`src/rtl/mem_arbiter.sv`:
```
// Two-port arbiter sharing one registered-output BRAM between an instruction-fetch
// port (A) and a load/store port (B); one access per cycle, round-robin on ties.
//
// state     | meaning
// RESP_NONE | no access was issued last cycle, no rvalid this cycle
// RESP_A    | last cycle's access belonged to A, a_rvalid this cycle
// RESP_B    | last cycle's access belonged to B, b_rvalid this cycle
module mem_arbiter #(
    parameter int RAM_ADDR_WIDTH = 13,
    parameter int RAM_BUS_WIDTH  = 32
) (
    input  logic                      clk,
    input  logic                      rst_n,

    input  logic                      a_req,
    input  logic [RAM_ADDR_WIDTH-1:0] a_addr,
    output logic                      a_gnt,
    output logic                      a_rvalid,
    output logic [RAM_BUS_WIDTH-1:0]  a_rdata,

    input  logic                      b_req,
    input  logic [3:0]                b_we,
    input  logic [RAM_ADDR_WIDTH-1:0] b_addr,
    input  logic [RAM_BUS_WIDTH-1:0]  b_wdata,
    output logic                      b_gnt,
    output logic                      b_rvalid,
    output logic [RAM_BUS_WIDTH-1:0]  b_rdata,

    output logic                      mem_rd,
    output logic [3:0]                mem_we,
    output logic [RAM_ADDR_WIDTH-1:0] mem_addr,
    output logic [RAM_BUS_WIDTH-1:0]  mem_wdata,
    input  logic [RAM_BUS_WIDTH-1:0]  mem_rdata
);

    typedef enum logic [1:0] {
        RESP_NONE = 2'd0,
        RESP_A    = 2'd1,
        RESP_B    = 2'd2
    } owner_e;

    typedef enum logic {
        GRANT_A = 1'b0,
        GRANT_B = 1'b1
    } grant_e;

    owner_e owner_q, owner_d;
    grant_e last_grant_q, last_grant_d;

    always_comb begin
        a_gnt        = 1'b0;
        b_gnt        = 1'b0;
        owner_d      = RESP_NONE;
        last_grant_d = last_grant_q;

        // Reset gates grants combinationally so nothing reaches the BRAM.
        if (rst_n) begin
            if (a_req && b_req) begin
                if (last_grant_q == GRANT_A) begin
                    b_gnt = 1'b1;
                end else begin
                    a_gnt = 1'b1;
                end
            end else begin
                a_gnt = a_req;
                b_gnt = b_req;
            end
        end

        mem_rd    = a_gnt | (b_gnt & (b_we == 4'b0000));
        mem_we    = b_gnt ? b_we : 4'b0000;
        mem_addr  = b_gnt ? b_addr : a_addr;
        mem_wdata = b_wdata;

        if (a_gnt) begin
            owner_d      = RESP_A;
            last_grant_d = GRANT_A;
        end else if (b_gnt) begin
            owner_d      = RESP_B;
            last_grant_d = GRANT_B;
        end
    end

    always_ff @(posedge clk) begin
        if (!rst_n) begin
            owner_q      <= RESP_NONE;
            last_grant_q <= GRANT_A;
        end else begin
            owner_q      <= owner_d;
            last_grant_q <= last_grant_d;
        end
    end

    assign a_rvalid = (owner_q == RESP_A);
    assign b_rvalid = (owner_q == RESP_B);
    assign a_rdata  = mem_rdata;
    assign b_rdata  = mem_rdata;

endmodule

```
`config.mk`:
```
export PLATFORM = sky130hd
export DESIGN_NAME = mem_arbiter
export DESIGN_NICKNAME = d
export VERILOG_FILES = /design/src/rtl/mem_arbiter.sv
export SDC_FILE = /design/constraint.sdc
export NUM_CORES = 1
export LEC_CHECK = 0
export CAP_MARGIN = 20
export CORE_MARGIN = 8
export CORE_UTILIZATION = 18
export CTS_BUF_LIST = sky130_fd_sc_hd__clkbuf_8
export DETAILED_ROUTE_END_ITERATION = 8
export HOLD_SLACK_MARGIN = 0.1
export PLACE_DENSITY = 0.85
export SLEW_MARGIN = 20
export SYNTH_ARGS = -nofsm -noshare
export SYNTH_HDL_FRONTEND = slang
export SYNTH_SLANG_ARGS = --single-unit
export TNS_END_PERCENT = 30
```
`constraint.sdc`:
```
create_clock -name clk -period 1 [get_ports clk]
set_input_delay 0.1 -clock clk [delete_from_list [all_inputs] [get_ports clk]]
set_output_delay 0.1 -clock clk [all_outputs]
set_load 0.02 [all_outputs]
```
==> flow_summary.ini <==
[worst_setup_path]
cp.required_ns = 0.90
cpLargestDelayFamily = flip-flops
critPathLaunchType = flip-flop
critPathMaxFanout = 8
critPathLaunch = last_grant_q$_SDFFE_PP0P_
endpoint_kind = output port
path_class = reg2out
r2r_start = last_grant_q$_SDFFE_PP0P_
critPathSlowestCell = dfxtp_2
crit_path_max_incr_delay_ns = 0.32
worstPathArrival_ns = 1.35
worst-path-buf-inv = 2
cp_cell_sequence = nand2_4 > nand3_4 > buf_12 > mux2_4 > buf_6

[logic_synthesis]
synth_area_per_cell_um2 = 8.30
yosysSeqAreaShare_pct = 5.57
synthCells = 130
syn_nets = 228
yosysUniqueCellTypes = 16
yosysWarnings = 0
synth_seq_cells = 3
netlist_area_um2 = 1080

[pwr]
power_w = 0.000993
p_per_area_nw_per_um2 = 856
leakage_nw = 0.553
ir_worst_vdd_uv = 561

[placed_design]
pre_cts_slack_ns = -0.931
io_buffers = 55
post-dp-hpwl_um = 2320
gp_congestion = 0.685
place_inst = 171

[sta]
hold_viol_final = 0
rsz0062_at_grt = yes
fin_ws_ns = -0.451
max_freq_mhz = 689
min_period_ns = 1.45
finalSetupViolCount = 20
finalCritPeriodShare_pct = 145
skew_ns = 0.00262
worst_slew_pin_slew_ns = 0.231
relSlewSlack_pct = 84.5
slew_violations = 0

[job]
max_cap_violations = 0

[die]
row_count = 28
dieHeight_um = 93.4
coreArea_um2 = 5850
start_util_pct = 18.4
fp.dieW_um = 93.4
num_io_pins = 216
die_area_um2 = 8720

[grt]
grt_use_met1_pct = 4.72
met3_usage_pct = 4.25
busiest_layer = met2
grt_max_degree = 9
met2_usage_pct = 8.87
grt_pass1_vias = 738
grt_pass1_wl_um = 3920
antenna_found_initial = 0
grt-ovfl-total = 0
grt_use_total_pct = 5.80

[clocking]
clk_path_buf_depth = 2
clk_latency_ns = 0.21
cts_tree = built
root_buffer = clkbuf_8
cts-htree-levels = 1
clk_pin_slew_ns = 0.03
hold_buffers = 0
numCtsBuffers = 3
cts_sinks = 3

[drt]
first_pass_iters = 2
vias_per_cell = 3.32
route.detailed.drc = 0
drtAntennaViolNets = 0
drt-wirelength-per-cell_um = 15.2
vias = 595
first_iter_violations = 16
drt_wl_total_um = 2720

[final_layout]
area_growth_pct = 7.54
num_antenna_cells = 0
instances_no_fill = 179
fillCellCount = 649
drive_gt1_share_pct = 56.7
final_nets = 203
post-route-util_pct = 19.8

[outcome]
outcome = finished with violations
failed_checks = setup timing

[min_path]
hold_class = in2out
hp-start = b_wdata[11]
==> power breakdown <==
group | internal [W] | leakage, nW | switching (W) | total, W
clock network | 0.000261 | 0.0269 | 0.0000771 | 0.000338
logic | 0.000320 | 0.501 | 0.000200 | 0.000520
registers | 0.000129 | 0.0252 | 0.00000534 | 0.000135
total | 0.000710 | 0.553 | 0.000282 | 0.000993
==> cell usage after synthesis (all sizes together) <==
| cell | count | area share [%] |
|---|---|---|
| o211a | 1 | 0.93 |
| a21o | 1 | 0.70 |
| nand3 | 1 | 1.6 |
| nor4 | 1 | 0.58 |
| and2 | 4 | 2.3 |
| nor2b | 2 | 1.2 |
| mux2 | 13 | 16 |
| buf | 97 | 68 |
| a21oi | 2 | 0.93 |
| dfxtp | 3 | 5.6 |
| inv | 3 | 1.0 |
| nand2 | 2 | 0.93 |
==> worst register-to-register path: stages (launching register included) <==
cell	delay, ns
dfxtp_2	0.34
nand2_4	0.06
buf_4	0.13
buf_4	0.12
o211a_1	0.09
==> final timing paths <==
check | endpoint | depth (start not counted) | slack, ns
worst max-delay path | mem_addr[11] | 5 | -0.45
worst min-delay path | mem_wdata[11] | 0 | 0.20
worst max register to register | last_grant_q$_SDFFE_PP0P_ | 4 | 0.16
worst min register to register | last_grant_q$_SDFFE_PP0P_ | 2 | 0.62
==> cell families after synthesis <==
kind of cell    after synthesis  synth area share [%]
mux                          13                  16.4
flops                         3                  5.57
buf+inv                     100                  68.9
compound gates                4                  2.55
simple gates                 10                  6.61
==> state kept, by name, indices dropped and copies added, names as in the netlist <==
| register | cells |
|---|---|
| last_grant_q | 1 |
| owner_q | 2 |
==> per-stage QoR <==
stage          area, µm²  hold slack (ns)  setup TNS (ns)
3_3_place_gp        1080            0.200          -17.67
3_5_place_dp        1080            0.200          -18.20
4_1_cts             1120            0.200           -8.29
5_1_grt             1160            0.200           -9.15
6_report            1160            0.200           -7.72
2_1_floorplan       1100            0.195          -0.789
==> per-layer routing <==
metal / share of wire (%) / vias to the layer above
li1: - / 260
met1: 27 / 234
met2: 47 / 64
met3: 18 / 37
met4: 7.9 / 0
met5: 0 / -
==> placed cells by master (no fill, tap or decap) <==
cell type,n
nand2_4,1
clkbuf_8,3
dlygate4sd2_1,3
dfxtp_1,2
inv_4,1
buf_12,1
a21o_1,1
o211a_1,1
buf_4,18
a21oi_4,1
a21oi_1,1
nand2_1,1
buf_6,13
and2_4,3
mux2_2,3
dfxtp_2,1
inv_1,3
buf_2,2
mux2_4,10
nor2b_1,2
nand3_4,1
nor4_1,1
clkdlybuf4s50_1,30
and2_2,1
==> layout make-up <==
| class | instances | area (µm²) | area share [%] |
|---|---|---|---|
| clock inverter | 1 | 3.75 | 0.324 |
| sequential | 3 | 61.3 | 5.29 |
| clock buffer | 3 | 41.3 | 3.56 |
| timing repair buffer | 67 | 638 | 55.0 |
| multi-input combinational | 27 | 308 | 26.5 |
| inverter | 3 | 13.8 | 1.19 |
| tap | 75 | 93.8 | 8.09 |
==> repair_timing <==
action,CTS,global route
endpoints found under the hold margin,0,0
gates resized for setup,118,9
pin swaps,1,0
setup buffers,3,1
setup endpoints to repair,22,21
Power figures use the tool's default switching activity.
